## config.mk

```make
export PLATFORM = sky130hd
export DESIGN_NAME = eight_to_three_request_encoder
export DESIGN_NICKNAME = d
export VERILOG_FILES = /design/src/rtl/eight_to_three_request_encoder_pkg.sv /design/src/rtl/eight_to_three_request_encoder_lsb_priority_encoder.sv /design/src/rtl/eight_to_three_request_encoder.sv
export SDC_FILE = /design/constraint.sdc
export NUM_CORES = 1
export LEC_CHECK = 0
export CAP_MARGIN = 20
export CORE_UTILIZATION = 44
export CTS_BUF_LIST = sky130_fd_sc_hd__clkbuf_2
export DETAILED_ROUTE_END_ITERATION = 10
export GPL_ROUTABILITY_DRIVEN = 1
export PLACE_DENSITY = 0.81
export SLEW_MARGIN = 5
export SYNTH_ARGS = -nofsm -noshare
export SYNTH_HDL_FRONTEND = slang
export SYNTH_SLANG_ARGS = --single-unit
```

## constraint.sdc

```tcl
create_clock -name i_clk -period 2.7 [get_ports i_clk]
set_input_delay 0.27 -clock i_clk [delete_from_list [all_inputs] [get_ports i_clk]]
set_output_delay 0.27 -clock i_clk [all_outputs]
set_load 0.02 [all_outputs]
```

## src/rtl/eight_to_three_request_encoder_pkg.sv

```systemverilog
// Shared constants and state type for the request encoder and its helpers.
// Default widths follow the 8-line / 3-bit index configuration.
package eight_to_three_request_encoder_pkg;

  localparam int N_DEF      = 8;
  localparam int CODE_W_DEF = $clog2(N_DEF);

  localparam logic ST_IDLE  = 1'b0;
  localparam logic ST_SERVE = 1'b1;

  typedef enum logic {
    IDLE  = ST_IDLE,
    SERVE = ST_SERVE
  } state_t;

endpackage

```

## src/rtl/eight_to_three_request_encoder_lsb_priority_encoder.sv

```systemverilog
// Combinational lowest-set-bit encoder: index of the lowest set bit, any-set and exactly-one-set flags.
// idx reads 0 when no bit is set, so callers can drive it straight out while idle.
module lsb_priority_encoder #(
  parameter  int N      = 8,
  localparam int CODE_W = $clog2(N)
) (
  input  logic [N-1:0]      i_in,
  output logic [CODE_W-1:0] o_idx,
  output logic              o_any,
  output logic              o_onehot
);

  // Scan from the top down so the lowest set bit writes last and wins.
  always_comb begin
    o_idx = '0;
    for (int i = N - 1; i >= 0; i--) begin
      if (i_in[i]) o_idx = CODE_W'(i);
    end
  end

  assign o_any    = |i_in;
  assign o_onehot = o_any && ((i_in & (i_in - N'(1))) == '0);

endmodule

```

## src/rtl/eight_to_three_request_encoder.sv

```systemverilog
// Accepts a multi-hot request vector and emits the index of each set bit, lowest first, one per handshake.
// Latency: accept on edge k gives code_valid in cycle k+1; en low freezes all state.
module eight_to_three_request_encoder
  import eight_to_three_request_encoder_pkg::*;
#(
  parameter  int N      = N_DEF,
  localparam int CODE_W = $clog2(N)
) (
  input  logic              i_clk,
  input  logic              i_rst,
  input  logic              i_en,
  input  logic [N-1:0]      i_req,
  input  logic              i_req_valid,
  output logic              o_req_ready,
  output logic [CODE_W-1:0] o_code,
  output logic              o_code_valid,
  input  logic              i_code_ready,
  output logic              o_code_last,
  output logic [N-1:0]      o_pending,
  output logic              o_zero_err
);

  state_t              r_state;
  logic   [N-1:0]      r_pending;
  logic                r_zero_err;

  state_t              w_state_nxt;
  logic   [N-1:0]      w_pending_nxt;
  logic                w_zero_err_nxt;
  logic   [CODE_W-1:0] w_idx;
  logic                w_any;
  logic                w_onehot;
  logic                w_accept;
  logic                w_handshake;

  lsb_priority_encoder #(.N(N)) u_lsb_enc (
    .i_in    (r_pending),
    .o_idx   (w_idx),
    .o_any   (w_any),
    .o_onehot(w_onehot)
  );

  assign w_accept    = (r_state == IDLE)  && i_en && i_req_valid;
  assign w_handshake = (r_state == SERVE) && i_en && i_code_ready;

  always_comb begin
    w_state_nxt    = r_state;
    w_pending_nxt  = r_pending;
    w_zero_err_nxt = 1'b0;
    case (r_state)
      IDLE: begin
        if (w_accept) begin
          if (|i_req) begin
            w_pending_nxt = i_req;
            w_state_nxt   = SERVE;
          end else begin
            w_zero_err_nxt = 1'b1;
          end
        end
      end
      SERVE: begin
        // Clearing the lowest set bit retires exactly the code being presented.
        if (w_handshake) begin
          w_pending_nxt = r_pending & (r_pending - N'(1));
          if (w_onehot || !w_any) w_state_nxt = IDLE;
        end
      end
      default: w_state_nxt = IDLE;
    endcase
  end

  always_ff @(posedge i_clk or posedge i_rst) begin
    if (i_rst) begin
      r_state    <= IDLE;
      r_pending  <= '0;
      r_zero_err <= 1'b0;
    end else begin
      r_state    <= w_state_nxt;
      r_pending  <= w_pending_nxt;
      r_zero_err <= w_zero_err_nxt;
    end
  end

  assign o_req_ready  = !i_rst && i_en && (r_state == IDLE);
  assign o_code_valid = i_en && (r_state == SERVE);
  assign o_code       = w_idx;
  assign o_code_last  = (r_state == SERVE) && w_onehot;
  assign o_pending    = r_pending;
  assign o_zero_err   = r_zero_err;

endmodule

```

==> results of run 1 <==
per-stage QoR:
step,power (µW),hold slack [ns],area [µm²],setup WS [ns]
after floorplan,674,0.110,707,0.414
after global placement,900,0.605,980,0.270
after detailed placement,908,0.619,980,0.238
after CTS,992,0.328,995,0.217
after global routing,1050,0.339,996,0.0825
final,994,0.310,996,0.227
cells by family (layout without fill, tap and decap cells):
kind of cell,after synthesis,after routing,share of synthesized area
simple gates,30,30,0.239
compound gates,24,24,0.262
buf+inv,15,41,0.104
flops,10,10,0.354
fa+ha+maj,1,1,0.0142
xor+xnor,1,1,0.0124
mux,1,1,0.0142
path summary, 6_finish.rpt:
check,from,end,slack (ns),depth (start not counted)
min,i_rst,o_pending[2],0.31,2
max reg2reg,o_pending[3],o_pending[7],0.79,4
max in group asynchronous,i_rst,o_pending[7],2.10,2
min reg2reg,o_pending[3],o_pending[3],0.69,2
max,o_pending[3],o_code_last,0.23,5
min in group i_clk,i_req[2],o_pending[2],0.64,3
what timing repair did:
item,4_1_cts,5_1_grt
hold buffers,0,0
gates resized for setup,2,1
setup buffers,0,0
endpoints found under the setup margin,1,1
area by class of cell:
cell class / instances / area [µm²] / area share
clock buffers: 3 / 15.0 / 0.0151
inverters: 7 / 26.3 / 0.0264
flip-flops and latches: 10 / 250 / 0.251
repair buffers: 31 / 299 / 0.300
multi-input cells: 57 / 385 / 0.387
well taps: 16 / 20.0 / 0.0201
cells in the final DEF (no fill, tap or decap):
cell type,n
a2111oi_1,2
a211o_1,1
a211oi_1,1
a21boi_0,1
a21o_1,1
a21oi_1,3
a221o_1,6
a22o_1,1
and2_1,1
and3_1,4
and3b_1,1
buf_4,4
clkbuf_2,3
clkdlybuf4s50_1,26
dfrtp_1,10
dlygate4sd2_1,1
inv_1,7
maj3_1,1
mux2i_1,1
nand2_1,4
nand2b_1,2
nand4b_1,1
nor2_1,5
nor3_1,5
nor4_1,4
o211a_1,1
o21ai_0,3
o21ai_1,2
o22a_1,1
o311ai_0,1
or3_1,2
or4_4,1
xnor2_1,1
worst max-delay path, delay by kind of cell (launching register included):
kind | cells | cell delay, ns
AOI/OAI and AO/OA | 1 | 0.41
DFF | 1 | 0.39
and+or+nand+nor | 3 | 0.82
buffers and inverters | 1 | 0.34
sequential cells by signal (all words and copies together), names as in the netlist:
name,flops
o_zero_err,1
r_state,1
o_pending,8
power groups by stage:
stage          Sequential, µW  Clock [µW]  Combinational, µW
2_1_floorplan             292           0                383
3_3_place_gp              262           0                637
3_5_place_dp              269           0                639
4_1_cts                   265        82.0                645
5_1_grt                   275        92.6                687
6_report                  268        80.1                646
per-layer routing:
layer	up-vias	global-route usage	wire length, µm
li1	359	-	-
met1	374	0.296	888
met2	28	0.363	921
met3	8	0.0345	100
met4	0	0.150	62
met5	-	0	0
==> qor.yml, run 1 <==
outcome:
  outcome: "completed"
synthesis:
  netlist_instances: 82
  synthTopCellsByCount: "10 x dfrtp_1, 7 x inv_1, 6 x a221o_1"
  ys.flop_type: "dfrtp_1"
  yosysWarnings: 0
  synth.top_cell.area_share: 0.354
  ys_seq_elements: 10
  synth.most_common_cell: "dfrtp_1"
  syn_area_um2: 707
  synth_area_leaders: "dfrtp_1 35%, a221o_1 8.5%, inv_1 3.7%"
  syn_area_per_cell_um2: 8.62
  synthArstFlopShare: 1.00
  synth_edf_count: 0
  ys_seq_area_frac: 0.354
  synth_top_cell_by_area: "dfrtp_1"
  yosysUniqueCellTypes: 32
  synth_nets: 95
run:
  cap_violations: 0
global_routing:
  grt_first_pass_wirelength_um: 3090
  grt_pass1_vias: 684
  grt_util_all_layers: 0.232
  grt_max_degree: 16
  grt-ovfl-total: 0
  antenna_found_initial: 0
final_layout:
  final_cells: 124
  syn_to_final_growth_pct: 40.9
  final_util: 0.661
  drive_gt1_frac: 0.0741
  n_fill_cell: 123
  diodes: 0
  final_net_count: 123
placed_design:
  portBuffers: 27
  gp_congestion: 0.870
  dp_hpwl_um: 1460
  dp_cells: 121
critical_path:
  crit_slowest_cell: "or4_4"
  critPathMaxStageDelay_ns: 0.59
  timing_worst_setup_path_type: "reg2out"
  cp-start-kind: "flop"
  cp-end-kind: "output port"
  crit_arrival_ns: 2.20
  critPathMaxFanout: 7
  worstPathRequired_ns: 2.43
  crit_chain: "or4_4 -> a2111oi_1 -> nor3_1 -> nor2_1 -> dlygate4sd2_1"
floorplan:
  chipWidth_um: 42.1
  rows: 14
  start_util: 0.469
  die_height_um: 42.1
  floorplan.core_area_um2: 1510
  pin_count: 28
  dieArea_um2: 1770
pwr:
  pwr-share-seq: 0.270
  p_leak_uw: 0.000412
  p_int_uw: 549
  power.switching_uw: 445
  combPwrFrac: 0.650
  sw_frac_of_total: 0.447
  irDropWorstVdd_uv: 538
  pwr-share-clk: 0.081
  p_per_area_nw_per_um2: 998
drt:
  drt_iter0_drc: 39
  detail-route-antenna-nets: 0
  vias: 769
  vias_per_cell: 6.20
  firstDrtPassIters: 4
  post_drt_wl_per_cell_um: 15.9
  drc: 0
  totalWireLength_um: 1970
timing:
  max_freq_ghz: 0.404
  slew_viol_final: 0
  tns_ns: 0
  setup_violations: 0
  hold_viol: 0
  tightest_slew_ns: 0.456
  rsz0062_at_grt: "false"
  period_share: 0.916
  skew_ns: 0.0133
  relSlewSlack: 0.693
  fin_crit_ns: 2.47
clock_network:
  cts-htree-levels: 1
  path_clk_slew_ns: 0.10
  clock-root-buffer: "clkbuf_2"
  cts.path.max_buffers: 2
  cts_tree: "yes"
  cts_buffers: 3
  cts_sinks: 10
  clock_latency_ns: 0.26
worst_hold_path:
  hp-class: "in2async"
(Power assumes the default switching activity.)
==> inputs of run 2 (changes only) <==
--- a/config.mk
+++ b/config.mk
@@ -5,12 +5,13 @@
 export SDC_FILE = /design/constraint.sdc
 export NUM_CORES = 1
 export LEC_CHECK = 0
-export CAP_MARGIN = 20
+export CAP_MARGIN = 0
 export CORE_UTILIZATION = 44
 export CTS_BUF_LIST = sky130_fd_sc_hd__clkbuf_2
 export DETAILED_ROUTE_END_ITERATION = 10
 export GPL_ROUTABILITY_DRIVEN = 1
 export PLACE_DENSITY = 0.81
+export RECOVER_POWER = 100
 export SLEW_MARGIN = 5
 export SYNTH_ARGS = -nofsm -noshare
 export SYNTH_HDL_FRONTEND = slang
==> run 2 against run 1 <==
Sequential share of layout area barely moved. Flip-flop and latch count did not move. Sequential power about the same. Cell area decreased by 0.13%. Critical path type unchanged. Highest routed layer unchanged.
==> qor.yml, run 2 (synthesis gave the netlist of run 1 again) <==
outcome:
  outcome: "completed"
floorplan:
  die_height_um: 42.1  # unchanged
  chipWidth_um: 42.1  # unchanged
  start_util: 0.469  # unchanged
  dieArea_um2: 1770  # unchanged
  pin_count: 28  # unchanged
  rows: 14  # unchanged
  floorplan.core_area_um2: 1510  # unchanged
critical_path:
  reg2reg_to: "o_pending[7]"
  r2r_setup_slack_ns: 0.79  # about the same
  timing_worst_setup_path_type: "reg2out"
  crit_arrival_ns: 2.22  # +0.02 ns
  path_delay_family: "simple AND/OR/NAND/NOR gates"
  crit_slowest_cell: "or4_4"
  critPathMaxFanout: 7  # unchanged
  cp-start-kind: "flop"
  r2r_start: "o_pending[3]"
  crit_chain: "or4_4 -> a2111oi_0 -> nor3_1 -> nor2_1 -> dlygate4sd2_1"
  critPathMaxStageDelay_ns: 0.59  # about the same
  r2r_cells: 4  # unchanged
  worstPathRequired_ns: 2.43  # about the same
  cp-end-kind: "output port"
  worst-path-buf-inv: 1  # unchanged
drt:
  drt_iter0_drc: 38  # -2.6%
  detail-route-antenna-nets: 0  # unchanged
  firstDrtPassIters: 4  # unchanged
  totalWireLength_um: 1970  # about the same
  vias_per_cell: 6.19  # -0.26%
  drc: 0  # unchanged
  vias: 767  # -0.26%
  post_drt_wl_per_cell_um: 15.9  # about the same
timing:
  fin_hold_ws_ns: 0.444  # +0.134 ns
  relSlewSlack: 0.693  # about the same
  tightest_slew_ns: 0.457  # +0.000854 ns
  setup_violations: 0  # unchanged
  fin_crit_ns: 2.49  # +0.0124 ns
  skew_ns: 0.0132  # -0.000121 ns
  tns_ns: 0  # unchanged
  slew_viol_final: 0  # unchanged
  max_freq_ghz: 0.402  # -0.50%
  period_share: 0.921  # +0.00461
  hold_viol: 0  # unchanged
  rsz0062_at_grt: "false"
final_layout:
  n_fill_cell: 124  # +0.81%
  mostFrequentLayoutCells: "16 x dlygate4sd3_1, 10 x clkdlybuf4s50_1, 10 x dfrtp_1, 7 x inv_1, 6 x a221o_1"
  final-seq-area_um2: 250  # unchanged
  design_area_um2: 995  # -0.13%
  syn_to_final_growth_pct: 40.7
  diodes: 0  # unchanged
  drive_gt1_frac: 0.0741  # unchanged
  final_net_count: 123  # unchanged
  final_common_cell: "dlygate4sd3_1"
  largest_reg_flops: 8  # unchanged
  multi_input_area_um2: 384  # -0.32%
clock_network:
  clock-root-buffer: "clkbuf_2"
  cts_tree: "yes"
  post_cts_buffers: 0  # unchanged
  cts-htree-levels: 1  # unchanged
  cts.path.max_buffers: 2  # unchanged
  path_clk_slew_ns: 0.10  # about the same
  clock_latency_ns: 0.26  # about the same
  cts_sinks: 10  # unchanged
  cts_buffers: 3  # unchanged
global_routing:
  antenna_found_initial: 0  # unchanged
  grt-ovfl-total: 0  # unchanged
  grt_util_all_layers: 0.232  # unchanged
  grt_max_degree: 16  # unchanged
  grt_first_pass_wirelength_um: 3090  # unchanged
  grt_pass1_vias: 684  # unchanged
placed_design:
  place_area_um2: 980  # unchanged
  gp_congestion: 0.870  # unchanged
  dp_hpwl_um: 1460  # unchanged
  portBuffers: 27  # unchanged
pwr:
  power.switching_uw: 439  # -1.4%
  pwr-share-clk: 0.084  # +0.003
  p_leak_uw: 0.000421  # +2.4%
  p_per_area_nw_per_um2: 961  # -3.6%
  power_uw: 956  # -3.8%
  irDropWorstVdd_uv: 507  # -5.9%
  pwr-share-seq: 0.278  # +0.008
  p_int_uw: 518  # -5.7%
  sw_frac_of_total: 0.459  # +0.0112
  combPwrFrac: 0.638  # -0.012
run:
  cap_violations: 0  # unchanged
worst_hold_path:
  hp-class: "in2async"
## run 2: final cells by class
cell class	instances	share of cell area
well taps	16	0.0201
clock buffers	3	0.0151
multi-input cells	57	0.386
flip-flops and latches	10	0.252
repair buffers	31	0.301
inverters	7	0.0264
## run 2: per-layer routing
layer,share of wire,global-route usage
met5,0,0
met4,0.031,0.150
met3,0.050,0.0345
met2,0.47,0.363
met1,0.45,0.296
## run 2: repair_timing
| action | CTS | global route |
|---|---|---|
| cloned | 0 | 0 |
| hold buffers | 0 | 0 |
| pin swaps | 0 | 0 |
| setup endpoints to repair | 1 | 1 |
| resized for setup | 2 | 1 |
## run 2: per-stage QoR
| step | utilization | cells | setup slack [ns] |
|---|---|---|---|
| 2_1_floorplan | - | 82 | 0.414 |
| 3_3_place_gp | 0.650 | 121 | 0.270 |
| 3_5_place_dp | 0.650 | 121 | 0.238 |
| 4_1_cts | 0.660 | 124 | 0.217 |
| 5_1_grt | 0.660 | 124 | 0.0949 |
| 6_report | 0.660 | 124 | 0.214 |
## run 2: worst register-to-register path, cell delays in order (launching register included)
cell and delay, ns:
dfrtp_1 0.39, or4_4 0.59, or3_1 0.35, o211a_1 0.21, a221o_1 0.26
## run 2: power by group through the flow
stage | Clock, µW | Combinational (µW) | Sequential (µW)
CTS | 82.0 | 645 | 265
detailed placement | 0 | 639 | 269
finish | 80.1 | 610 | 266
global route | 92.6 | 652 | 274
global placement | 0 | 637 | 262
floorplan | 0 | 383 | 292
## run 2: worst max path at each step
stage | from | endpoint | slack [ns] | cells after the start
2_1_floorplan | o_pending[2] | o_code_last | 0.41 | 6
3_3_place_gp | o_pending[3] | o_code_last | 0.27 | 5
3_5_place_dp | o_pending[3] | o_code_last | 0.24 | 5
4_1_cts | o_pending[3] | o_code_last | 0.22 | 5
5_1_grt | o_pending[3] | o_code_last | 0.09 | 5
6_report | o_pending[3] | o_code_last | 0.21 | 5
